<file path="src/rtl/hdmi_island_scheduler.sv">
// Data-island sequencer for HDMI blanking: finds the leading hsync edge of each blanked line,
// runs WAIT/PRE/LGUARD/PACKET/TGUARD timing and shares packet slots among four sources.
module hdmi_island_scheduler #(
  parameter int HOFS     = 8,
  parameter int MAX_PKTS = 2,
  parameter int PRE_LEN  = 8,
  parameter int GRD_LEN  = 2
) (
  input  logic       i_pixclk,
  input  logic       i_rst_n,
  input  logic       i_enable,
  input  logic       i_hSync,
  input  logic       i_blank,
  input  logic [3:0] i_req,
  output logic [3:0] o_grant,
  output logic [3:0] o_done,
  output logic [2:0] o_phase,
  output logic [4:0] o_bit,
  output logic       o_first,
  output logic       o_island
);

  typedef enum logic [2:0] {
    S_IDLE   = 3'd0,
    S_WAIT   = 3'd1,
    S_PRE    = 3'd2,
    S_LGUARD = 3'd3,
    S_PACKET = 3'd4,
    S_TGUARD = 3'd5
  } state_t;

  localparam logic [7:0] WAIT_LAST = 8'(HOFS - 1);
  localparam logic [7:0] PRE_LAST  = 8'(PRE_LEN - 1);
  localparam logic [7:0] GRD_LAST  = 8'(GRD_LEN - 1);
  localparam logic [4:0] MAX_CNT   = 5'(MAX_PKTS);

  state_t     state_q,  state_d;
  logic [7:0] cnt_q,    cnt_d;
  logic [4:0] bit_q,    bit_d;
  logic [4:0] pkt_q,    pkt_d;
  logic [3:0] grant_q,  grant_d;
  logic [3:0] next_q,   next_d;
  logic [3:0] done_q,   done_d;
  logic       first_q,  first_d;
  logic       island_q, island_d;
  logic       rr_q,     rr_d;
  logic       pair_q,   pair_d;
  logic       hs1_q,    hs2_q;
  logic       blank_q;

  logic       chg_s;
  logic       blank_rise_s;
  logic       qual_s;
  logic [3:0] masked_s;

  // Fixed priority ACR > audio, then AVI/audio-IF by the round-robin pointer (rr=0 favours AVI).
  function automatic logic [3:0] arb(input logic [3:0] req, input logic rr);
    logic [3:0] g;
    g = 4'b0000;
    if (req[0]) begin
      g = 4'b0001;
    end else if (req[1]) begin
      g = 4'b0010;
    end else if (req[2] && req[3]) begin
      g = rr ? 4'b1000 : 4'b0100;
    end else if (req[2]) begin
      g = 4'b0100;
    end else if (req[3]) begin
      g = 4'b1000;
    end else begin
      g = 4'b0000;
    end
    return g;
  endfunction

  // Leading-edge qualification: every other hsync change in blanking, re-armed by blank rising.
  always_comb begin
    chg_s        = hs1_q ^ hs2_q;
    blank_rise_s = i_blank & ~blank_q;
    qual_s       = chg_s & i_blank & (blank_rise_s | ~pair_q);
    masked_s     = i_req & ~grant_q;
    pair_d       = pair_q;
    if (chg_s && i_blank) begin
      pair_d = blank_rise_s ? 1'b1 : ~pair_q;
    end else if (blank_rise_s) begin
      pair_d = 1'b0;
    end else begin
      pair_d = pair_q;
    end
  end

  // Island sequencing and packet arbitration.
  always_comb begin
    state_d  = state_q;
    cnt_d    = cnt_q;
    bit_d    = bit_q;
    pkt_d    = pkt_q;
    grant_d  = grant_q;
    next_d   = next_q;
    done_d   = 4'b0000;
    first_d  = first_q;
    island_d = island_q;
    rr_d     = rr_q;
    case (state_q)
      S_IDLE: begin
        if (qual_s && i_enable && (i_req != 4'b0000)) begin
          state_d = S_WAIT;
          cnt_d   = WAIT_LAST;
        end else begin
          state_d = S_IDLE;
        end
      end
      S_WAIT: begin
        if (cnt_q == 8'd0) begin
          if (i_req != 4'b0000) begin
            state_d = S_PRE;
            cnt_d   = PRE_LAST;
            next_d  = arb(i_req, rr_q);
          end else begin
            state_d = S_IDLE;
          end
        end else begin
          cnt_d = cnt_q - 8'd1;
        end
      end
      S_PRE: begin
        if (cnt_q == 8'd0) begin
          state_d  = S_LGUARD;
          cnt_d    = GRD_LAST;
          island_d = 1'b1;
        end else begin
          cnt_d = cnt_q - 8'd1;
        end
      end
      S_LGUARD: begin
        if (cnt_q == 8'd0) begin
          state_d = S_PACKET;
          bit_d   = 5'd0;
          grant_d = next_q;
          first_d = 1'b1;
          pkt_d   = 5'd1;
        end else begin
          cnt_d = cnt_q - 8'd1;
        end
      end
      S_PACKET: begin
        if (bit_q == 5'd31) begin
          // o_done is already out this clock, so the packet counts as delivered.
          if ((grant_q & 4'b1100) != 4'b0000) begin
            rr_d = ~rr_q;
          end else begin
            rr_d = rr_q;
          end
          if ((masked_s != 4'b0000) && (pkt_q < MAX_CNT)) begin
            grant_d = arb(masked_s, rr_q);
            bit_d   = 5'd0;
            first_d = 1'b0;
            pkt_d   = pkt_q + 5'd1;
          end else begin
            state_d = S_TGUARD;
            cnt_d   = GRD_LAST;
            grant_d = 4'b0000;
            bit_d   = 5'd0;
            first_d = 1'b0;
          end
        end else begin
          bit_d  = bit_q + 5'd1;
          done_d = (bit_q == 5'd30) ? grant_q : 4'b0000;
        end
      end
      S_TGUARD: begin
        if (cnt_q == 8'd0) begin
          state_d  = S_IDLE;
          island_d = 1'b0;
        end else begin
          cnt_d = cnt_q - 8'd1;
        end
      end
      default: begin
        state_d  = S_IDLE;
        grant_d  = 4'b0000;
        bit_d    = 5'd0;
        first_d  = 1'b0;
        island_d = 1'b0;
      end
    endcase
    // Blanking ending early kills the island; rr_d is left alone so only delivered infoframes move it.
    if ((state_q != S_IDLE) && !i_blank) begin
      state_d  = S_IDLE;
      cnt_d    = 8'd0;
      bit_d    = 5'd0;
      grant_d  = 4'b0000;
      done_d   = 4'b0000;
      first_d  = 1'b0;
      island_d = 1'b0;
    end else begin
      state_d = state_d;
    end
  end

  // State, counters and registered outputs.
  always_ff @(posedge i_pixclk or negedge i_rst_n) begin
    if (!i_rst_n) begin
      state_q  <= S_IDLE;
      cnt_q    <= 8'd0;
      bit_q    <= 5'd0;
      pkt_q    <= 5'd0;
      grant_q  <= 4'b0000;
      next_q   <= 4'b0000;
      done_q   <= 4'b0000;
      first_q  <= 1'b0;
      island_q <= 1'b0;
      rr_q     <= 1'b0;
      pair_q   <= 1'b0;
      hs1_q    <= 1'b0;
      hs2_q    <= 1'b0;
      blank_q  <= 1'b0;
    end else begin
      state_q  <= state_d;
      cnt_q    <= cnt_d;
      bit_q    <= bit_d;
      pkt_q    <= pkt_d;
      grant_q  <= grant_d;
      next_q   <= next_d;
      done_q   <= done_d;
      first_q  <= first_d;
      island_q <= island_d;
      rr_q     <= rr_d;
      pair_q   <= pair_d;
      hs1_q    <= i_hSync;
      hs2_q    <= hs1_q;
      blank_q  <= i_blank;
    end
  end

  assign o_phase  = state_q;
  assign o_grant  = grant_q;
  assign o_done   = done_q;
  assign o_bit    = bit_q;
  assign o_first  = first_q;
  assign o_island = island_q;

endmodule

</file>
<file path="config.mk">
export PLATFORM = sky130hd
export DESIGN_NAME = hdmi_island_scheduler
export DESIGN_NICKNAME = d
export VERILOG_FILES = /design/src/rtl/hdmi_island_scheduler.sv
export SDC_FILE = /design/constraint.sdc
export NUM_CORES = 1
export LEC_CHECK = 0
export ABC_AREA = 0
export CAP_MARGIN = 15
export CORE_MARGIN = 10
export CORE_UTILIZATION = 30
export DETAILED_ROUTE_END_ITERATION = 10
export SLEW_MARGIN = 20
export SYNTH_ARGS = -nofsm -noshare
export SYNTH_HDL_FRONTEND = slang
export SYNTH_SLANG_ARGS = --single-unit
</file>
<file path="constraint.sdc">
create_clock -name i_pixclk -period 4.5 [get_ports i_pixclk]
set_input_delay 0.9 -clock i_pixclk [delete_from_list [all_inputs] [get_ports i_pixclk]]
set_output_delay 0.9 -clock i_pixclk [all_outputs]
set_load 0.005 [all_outputs]
</file>
==> flow_metrics.py, run 1 <==
metrics = {
    "clocking": {
        "clock-sinks": 40,
        "cts_buffer_depth": 2,
        "htreeDepth": 2,
        "ctsRootBufferMaster": "clkbuf_8",
        "hold_buffers": 0,
        "cts.clk_slew.worst_paths_ps": 80,
        "postCtsSetupBuffers": 0,
        "cts_inserted_buffers": 5,
        "ctsResizeCount": 0,
        "tritoncts": "built",
        "clock_latency_ps": 290,
    },
    "sta": {
        "hold_viol": 0,
        "setup_violations": 0,
        "worst_pin_slew_ps": 871,
        "rsz0062_at_grt": "false",
        "drv_slew": 0,
        "max_clock_freq_ghz": 0.355,
        "slew_headroom_pct": 41.9,
        "setup_tns_ps": 0,
        "period_share_pct": 62.6,
        "period_minus_slack_ps": 2820,
        "fin_skew_ps": 7.85,
    },
    "power": {
        "switchingPower_uw": 403,
        "power.internal_uw": 751,
        "ir_drop_uv": 144,
        "sw_frac_of_total_pct": 34.9,
        "power.density_nw_per_um2": 432,
        "p_leak_nw": 1.11,
        "p_comb_share_pct": 32.7,
        "seqPwrFrac_pct": 41.5,
        "p_clk_share_pct": 25.7,
    },
    "layout": {
        "drive_above_1_share_pct": 10.1,
        "antenna_cells": 0,
        "mostFrequentLayoutCells": "40 x dfrtp_1, 26 x nand2_1, 25 x clkdlybuf4s50_1, 15 x nor2_1, 15 x a21oi_1",
        "multi_input_area_um2": 1130,
        "nets": 271,
        "final-seq-area_um2": 1000,
        "final_common_cell": "dfrtp_1",
        "syn2layout_area_growth_pct": 20.9,
        "num-fill-cells": 734,
        "stdcell_area_um2": 2670,
    },
    "worst_setup_path": {
        "critPathMaxStageDelay_ps": 590,
        "cp.buffers_inverters": 1,
        "crit_path_start_kind": "input port",
        "reg2reg_slack_ps": 1900,
        "critical_path_class": "in2reg",
        "ff2ff_path_depth": 6,
        "worst-path-stages": 6,
        "r2r_start": "cnt_q[0]$_DFFE_PN0P_",
        "crit_path_end_kind": "flop",
        "path_max_fanout": 5,
        "crit_required_ps": 4680,
        "cpLargestDelayFamily": "simple AND/OR/NAND/NOR gates",
        "worstPathArrival_ps": 2990,
        "cpMaxStageDelayCell": "or4_1",
        "crit_chain": "clkdlybuf4s50_1 > nor2b_1 > or4_1 > a21oi_2 > o311a_4 > mux2_2",
        "timing.rr.end": "o_grant[3]$_DFFE_PN0P_",
    },
    "synth": {
        "ys_async_sr_fraction_pct": 100,
        "synth_seq_cells": 40,
        "syn-num-nets": 246,
        "yosys-top-cells-area": "dfrtp_1 45%, nand2_1 4.4%, mux2_2 4.1%, a21oi_1 3.4%, o21ai_0 2.9%",
        "yosysTopAreaCell": "dfrtp_1",
        "ys.flop_type": "dfrtp_1",
        "synth_top_area_share_pct": 45.4,
        "synth_area_um2": 2210,
        "syn_inst": 232,
        "synth-edff-count": 0,
        "yosysSeqAreaShare_pct": 45.4,
        "syn_area_per_cell_um2": 9.51,
        "ys_warn_count": 0,
        "yosysUniqueCellTypes": 49,
    },
    "placement": {
        "portBuffers": 26,
        "gp_congestion": 0.846,
        "hpwl_um": 3680,
        "place_area_um2": 2550,
    },
    "route": {
        "drt-initial-drc-count": 108,
        "postRouteAntennaNets": 0,
        "detail_route.vias_per_cell": 5.03,
        "wirelength_um": 4820,
        "vias": 1796,
        "routedWlPerCell_um": 13.5,
        "firstDrtPassIters": 4,
        "drc": 0,
    },
    "floorplanning": {
        "dieArea_um2": 11200,
        "io_pins": 27,
        "start_util_pct": 30.6,
        "rows": 31,
        "chipWidth_um": 106,
        "die_h_um": 106,
        "fp.coreArea_um2": 7210,
    },
    "global_routing": {
        "grt_max_degree": 41,
        "gr-total-overflow": 0,
        "grt.total_usage_pct": 8.97,
        "grt_pass1_wl_um": 8450,
        "first_global_vias": 1715,
        "antenna_found_initial": 0,
    },
    "hold_path": {
        "worstHoldPathType": "reg2reg",
        "holdPathStages": 0,
        "worst_hold_path.endpoint": "hs2_q$_DFF_PN0_",
        "hp-start": "hs1_q$_DFF_PN0_",
    },
    "flow_run": {
        "cap_violations": 0,
    },
    "run_status": {
        "outcome": "finished, final reports clean",
    },
}
-- per-layer routing --
metal  routed length, um  global-route usage, %
met5                   0                      0
met4                  72                   3.48
met3                 219                   2.31
met2                2200                   14.1
met1                2330                   11.5
-- cell families (layout without fill, tap and decap cells) --
family / count (synthesis) / after routing / share of synthesized area (%)
DFF: 40 / 40 / 45.4
and+or+nand+nor: 100 / 100 / 24.3
AOI/OAI and AO/OA: 57 / 57 / 18.1
adders and majority gates: 5 / 5 / 2.83
buffers and inverters: 17 / 43 / 3.23
muxes: 10 / 10 / 4.99
xor gates and xnor gates: 3 / 3 / 1.19
-- worst reg2reg max path, stage by stage, from the launching register on --
cell	delay (ps)
dfrtp_1	400
inv_1	60
ha_1	180
or3b_2	520
or2_0	420
a311oi_4	520
mux2_2	390
-- state kept, by name, indices dropped and copies added, names as in the netlist --
name,count
cnt_q,8
o_bit,5
pkt_q,5
next_q,4
o_done,4
o_grant,4
o_phase,3
blank_q,1
hs1_q,1
hs2_q,1
o_first,1
o_island,1
pair_q,1
rr_q,1
-- stage by stage --
| step | setup slack, ps | power (mW) | std cells | hold WS, ps | utilization, % |
|---|---|---|---|---|---|
| finish | 1680 | 1.15 | 357 | 397 | 37.0 |
| detailed placement | 1370 | 0.866 | 349 | 382 | 35.4 |
| CTS | 1680 | 1.17 | 357 | 400 | 37.0 |
| floorplan | 2020 | 0.753 | 232 | 372 | - |
| global placement | 1380 | 0.863 | 349 | 377 | 35.4 |
| global route | 1500 | 1.24 | 357 | 412 | 37.0 |
-- worst max path at each step --
stage                     startpoint                    to  slack, ps
after floorplan             i_req[3]  cnt_q[0]$_DFFE_PN0P_       2020
after global placement      i_req[3]  cnt_q[0]$_DFFE_PN0P_       1380
after detailed placement    i_req[3]  cnt_q[0]$_DFFE_PN0P_       1370
after CTS                   i_req[3]  cnt_q[0]$_DFFE_PN0P_       1680
after global routing         i_blank  cnt_q[7]$_DFFE_PN0P_       1500
final                       i_req[3]  cnt_q[0]$_DFFE_PN0P_       1680
-- final cells by class --
cell class	instances	share of cell area, %
multi-input cells	175	42.5
flip-flops and latches	40	37.5
repair buffers	27	9.85
well taps	99	4.64
clock buffers	5	2.58
clock inverters	3	1.74
inverters	8	1.13
-- power groups by stage --
stage	Combinational, mW	Sequential [mW]	Clock (mW)
floorplan	0.311	0.442	0
global placement	0.378	0.486	0
detailed placement	0.381	0.485	0
CTS	0.382	0.478	0.307
global route	0.425	0.491	0.323
finish	0.378	0.479	0.297
-- synthesized netlist by cell type, drive strengths merged (5+ instances only) --
cell	number
nand2	26
nand4	5
nor2	16
o21ai	13
inv	8
dfrtp	40
a21oi	16
or4	5
nand3	6
clkbuf	7
nor3	9
and3	5
ha	5
mux2	8
and2	8
Note: power is estimated with default switching activity, not from simulation.
==> run 2: changes to the inputs <==
clock period = 2.9 ns   (was 4.5 ns; I/O delays follow)
==> run 2 against run 1 <==
  * Worst hold slack hardly changed
  * Global-route usage is 0.40 points higher
  * Clock skew is 5.0 ps higher
  * Worst setup slack got worse by 1300 ps
  * Final cell count increased by 1.4%
  * Sequential power rose by 56%
  * Die area did not move
  * Clock-buffer cell count unchanged
  * Critical path type is now reg2reg
  * Largest power group unchanged
  * Highest routed layer unchanged
==> flow_metrics.py, run 2 (synthesis gave the netlist of run 1 again) <==
metrics = {
    "power": {
        "ir_drop_uv": 176,
        "p_leak_nw": 1.14,
        "power.density_nw_per_um2": 670,
    },
    "hold_path": {
        "worstHoldPathType": "in2async",
    },
    "placement": {
        "portBuffers": 26,
        "place_area_um2": 2590,
        "gp_congestion": 0.882,
        "hpwl_um": 3750,
    },
    "floorplanning": {
        "fp.coreArea_um2": 7210,
        "die_h_um": 106,
        "dieArea_um2": 11200,
        "start_util_pct": 30.6,
        "chipWidth_um": 106,
        "io_pins": 27,
        "rows": 31,
    },
    "global_routing": {
        "grt_max_degree": 41,
        "gr-total-overflow": 0,
        "antenna_found_initial": 0,
        "grt_pass1_wl_um": 8830,
        "first_global_vias": 1844,
        "grt.total_usage_pct": 9.37,
    },
    "route": {
        "detail_route.vias_per_cell": 5.13,
        "vias": 1858,
        "postRouteAntennaNets": 0,
        "drc": 0,
        "drt-initial-drc-count": 100,
        "wirelength_um": 5060,
        "firstDrtPassIters": 4,
        "routedWlPerCell_um": 14.0,
    },
    "layout": {
        "syn2layout_area_growth_pct": 22.6,
        "regMostFlops": "cnt_q",
        "nets": 276,
        "stdcell_area_um2": 2710,
        "drive_above_1_share_pct": 11.8,
        "largest_reg_flops": 8,
        "fin_util_pct": 37.5,
        "final_common_cell": "dfrtp_1",
        "multi_input_area_um2": 1130,
        "num-fill-cells": 734,
        "final-seq-area_um2": 1000,
        "mostFrequentLayoutCells": "40 x dfrtp_1, 26 x nand2_1, 25 x clkdlybuf4s50_1, 15 x nor2_1, 15 x a21oi_1",
        "antenna_cells": 0,
    },
    "sta": {
        "setup_tns_ps": 0,
        "drv_slew": 0,
        "hold_viol": 0,
        "worst_pin_slew_ps": 886,
        "max_clock_freq_ghz": 0.395,
        "rsz0062_at_grt": "false",
        "period_minus_slack_ps": 2530,
        "slew_headroom_pct": 40.9,
        "fin_skew_ps": 12.8,
        "setup_violations": 0,
        "period_share_pct": 87.4,
    },
    "worst_setup_path": {
        "timing.rr.end": "o_grant[3]$_DFFE_PN0P_",
        "path_max_fanout": 6,
        "reg2reg_slack_ps": 370,
        "crit_path_end_kind": "flop",
        "r2r_start": "cnt_q[0]$_DFFE_PN0P_",
        "ff2ff_path_depth": 6,
        "crit_required_ps": 3100,
        "critical_path_class": "reg2reg",
        "worstPathArrival_ps": 2730,
        "crit_path_start_kind": "flop",
    },
    "run_status": {
        "outcome": "finished, final reports clean",
    },
    "clocking": {
        "cts.clk_slew.worst_paths_ps": 90,
        "ctsResizeCount": 0,
        "htreeDepth": 2,
        "clock-sinks": 40,
        "tritoncts": "built",
        "postCtsSetupBuffers": 0,
        "ctsRootBufferMaster": "clkbuf_8",
        "hold_buffers": 0,
        "clock_latency_ps": 300,
        "cts_inserted_buffers": 5,
        "cts_buffer_depth": 2,
    },
    "flow_run": {
        "cap_violations": 0,
    },
}
## run 2: layer usage
metal | track usage [%] | wire (um) | share of wire [%] | vias up
met3 | 2.50 | 325 | 6.4 | 12
met5 | 0 | 0 | 0 | -
li1 | - | - | - | 916
met2 | 14.7 | 2350 | 46 | 56
met4 | 4.55 | 121 | 2.4 | 0
met1 | 11.7 | 2270 | 45 | 874
## run 2: cell type report
class | count | area share (%)
clock buffer | 5 | 2.54
multi-input combinational | 175 | 41.9
timing repair buffer | 32 | 11.1
tap | 99 | 4.58
sequential | 40 | 37.0
inverter | 8 | 1.11
clock inverter | 3 | 1.76
## run 2: how the worst max path moves through the flow
stage / startpoint / to / slack, ps / depth (start not counted)
global placement: i_req[3] / cnt_q[2]$_DFFE_PN0P_ / 200 / 6
CTS: cnt_q[0]$_DFFE_PN0P_ / o_grant[1]$_DFFE_PN0P_ / 340 / 6
floorplan: cnt_q[0]$_DFFE_PN0P_ / o_grant[0]$_DFFE_PN0P_ / 550 / 7
detailed placement: i_req[3] / cnt_q[3]$_DFFE_PN0P_ / 160 / 6
global route: cnt_q[0]$_DFFE_PN0P_ / o_grant[3]$_DFFE_PN0P_ / 250 / 6
finish: cnt_q[0]$_DFFE_PN0P_ / o_grant[3]$_DFFE_PN0P_ / 370 / 6
## run 2: power breakdown
group          internal, mW  leakage, nW  switching, mW
clock                 0.259       0.0583          0.207
combinational         0.294        0.548          0.305
sequential            0.625        0.530          0.124
total                  1.18         1.14          0.636
## run 2: stage by stage
| stage | power, mW | instances | hold slack [ps] | worst slack [ps] |
|---|---|---|---|---|
| 2_1_floorplan | 1.17 | 232 | 284 | 545 |
| 3_3_place_gp | 1.35 | 354 | 378 | 201 |
| 3_5_place_dp | 1.36 | 354 | 389 | 158 |
| 4_1_cts | 1.83 | 362 | 407 | 336 |
| 5_1_grt | 1.95 | 362 | 416 | 245 |
| 6_report | 1.81 | 362 | 397 | 365 |
## run 2: worst max-delay path, stage by stage, from the launching register on
cell and delay, ps:
dfrtp_1 410, inv_1 70, ha_1 180, or3b_2 520, or2_0 380, a311oi_4 500
mux2_2 380
==> run 3: changes to the inputs <==
CORE_UTILIZATION = 28   (was 30)
==> run 3 against run 2 <==
  * Power is 0.36% higher
  * Register-to-register slack worse by 50 ps
  * First-iteration DRC count down 8.0%
  * Combinational power up 0.8%
  * Largest power group unchanged
  * Clock-buffer cell count is the same
  * Worst hold slack lost 4.6 ps
  * Critical path type unchanged
==> flow_metrics.py, run 3 (synthesis gave the netlist of run 1 again) <==
metrics = {
    "layout": {
        "final_common_cell": "dfrtp_1",
        "mostFrequentLayoutCells": "40 x dfrtp_1, 26 x nand2_1, 25 x clkdlybuf4s50_1, 15 x nor2_1, 15 x a21oi_1",
        "syn2layout_area_growth_pct": 22.7,
        "regMostFlops": "cnt_q",
        "final_cells": 365,
        "nets": 276,
        "drive_above_1_share_pct": 11.8,
        "num-fill-cells": 774,
        "fin_util_pct": 35.2,
        "largest_reg_flops": 8,
        "antenna_cells": 0,
        "final-seq-area_um2": 1000,
        "multi_input_area_um2": 1130,
    },
    "run_status": {
        "outcome": "finished, final reports clean",
    },
    "flow_run": {
        "cap_violations": 0,
    },
    "placement": {
        "hpwl_um": 3830,
        "gp_congestion": 0.831,
        "portBuffers": 26,
        "dpl.cell_count": 357,
    },
    "clocking": {
        "htreeDepth": 2,
        "tritoncts": "built",
        "ctsRootBufferMaster": "clkbuf_8",
        "clock_latency_ps": 300,
        "ctsResizeCount": 0,
        "cts.clk_slew.worst_paths_ps": 80,
        "postCtsSetupBuffers": 0,
        "clock-sinks": 40,
        "cts_inserted_buffers": 5,
        "cts_buffer_depth": 2,
        "hold_buffers": 0,
    },
    "sta": {
        "setup_violations": 0,
        "rsz0062_at_grt": "false",
        "worst_pin_slew_ps": 886,
        "hold_slack_ps": 393,
        "hold_viol": 0,
        "period_share_pct": 89.2,
        "max_clock_freq_ghz": 0.386,
        "period_minus_slack_ps": 2590,
        "slew_headroom_pct": 41.0,
        "drv_slew": 0,
        "setup_tns_ps": 0,
        "fin_skew_ps": 5.32,
    },
    "global_routing": {
        "grt_pass1_wl_um": 8590,
        "antenna_found_initial": 0,
        "grt_max_degree": 41,
        "grt.total_usage_pct": 8.80,
        "first_global_vias": 1710,
        "gr-total-overflow": 0,
    },
    "worst_setup_path": {
        "crit_path_start_kind": "flop",
        "worstPathArrival_ps": 2780,
        "crit_required_ps": 3090,
        "reg2reg_slack_ps": 310,
        "crit_path_end_kind": "flop",
        "path_max_fanout": 7,
        "critical_path_class": "reg2reg",
    },
    "route": {
        "drc": 0,
        "drt-initial-drc-count": 92,
        "detail_route.vias_per_cell": 4.96,
        "routedWlPerCell_um": 14.0,
        "wirelength_um": 5120,
        "firstDrtPassIters": 4,
        "vias": 1812,
        "postRouteAntennaNets": 0,
    },
    "hold_path": {
        "worstHoldPathType": "reg2reg",
    },
    "floorplanning": {
        "rows": 32,
        "chipWidth_um": 109,
        "dieArea_um2": 11800,
        "io_pins": 27,
        "fp.coreArea_um2": 7690,
        "start_util_pct": 28.7,
        "die_h_um": 109,
    },
    "power": {
        "ir_drop_uv": 177,
        "power.density_nw_per_um2": 672,
        "p_leak_nw": 1.13,
    },
}
-- run 3: routing by layer --
layer  routed length (um)  part of all wire, %  track usage, %  up-vias
li1                     -                    -               -      911
met1                 2360                   46            11.5      859
met2                 2380                   47            14.2       37
met3                  297                  5.8            1.71        5
met4                   81                  1.6            3.11        0
met5                    0                    0               0        -
-- run 3: worst paths after layout --
kind,from,to,depth (start not counted)
max in group asynchronous,i_rst_n,next_q[0]$_DFFE_PN0P_,1
setup reg to reg,cnt_q[0]$_DFFE_PN0P_,o_grant[1]$_DFFE_PN0P_,6
hold / removal,hs1_q$_DFF_PN0_,hs2_q$_DFF_PN0_,0
setup / recovery,cnt_q[0]$_DFFE_PN0P_,o_grant[1]$_DFFE_PN0P_,6
min in group asynchronous,i_rst_n,hs2_q$_DFF_PN0_,1
hold reg to reg,hs1_q$_DFF_PN0_,hs2_q$_DFF_PN0_,0
-- run 3: cell type report --
cell class	instances	area share [%]
multi-input cells	175	41.9
flip-flops and latches	40	37.0
repair buffers	32	11.1
well taps	102	4.71
clock buffers	5	2.54
clock inverters	3	1.71
inverters	8	1.11
-- run 3: through the flow --
| step | instance area (um^2) | power (mW) | worst slack, ps |
|---|---|---|---|
| 4_1_cts | 2710 | 1.84 | 285 |
| 5_1_grt | 2710 | 1.94 | 162 |
| 2_1_floorplan | 2210 | 1.17 | 545 |
| 6_report | 2710 | 1.82 | 312 |
| 3_3_place_gp | 2590 | 1.36 | 200 |
| 3_5_place_dp | 2590 | 1.36 | 165 |
-- run 3: report_power, final --
group	switching (mW)	internal, mW
Sequential	0.124	0.624
Combinational	0.311	0.293
Clock	0.209	0.259
-- run 3: worst max-delay path, cell delays in order, from the launching register on --
cell,delay (ps)
dfrtp_1,410
inv_1,70
ha_1,180
or3b_2,530
or2_0,420
a311oi_4,500
mux2_2,380
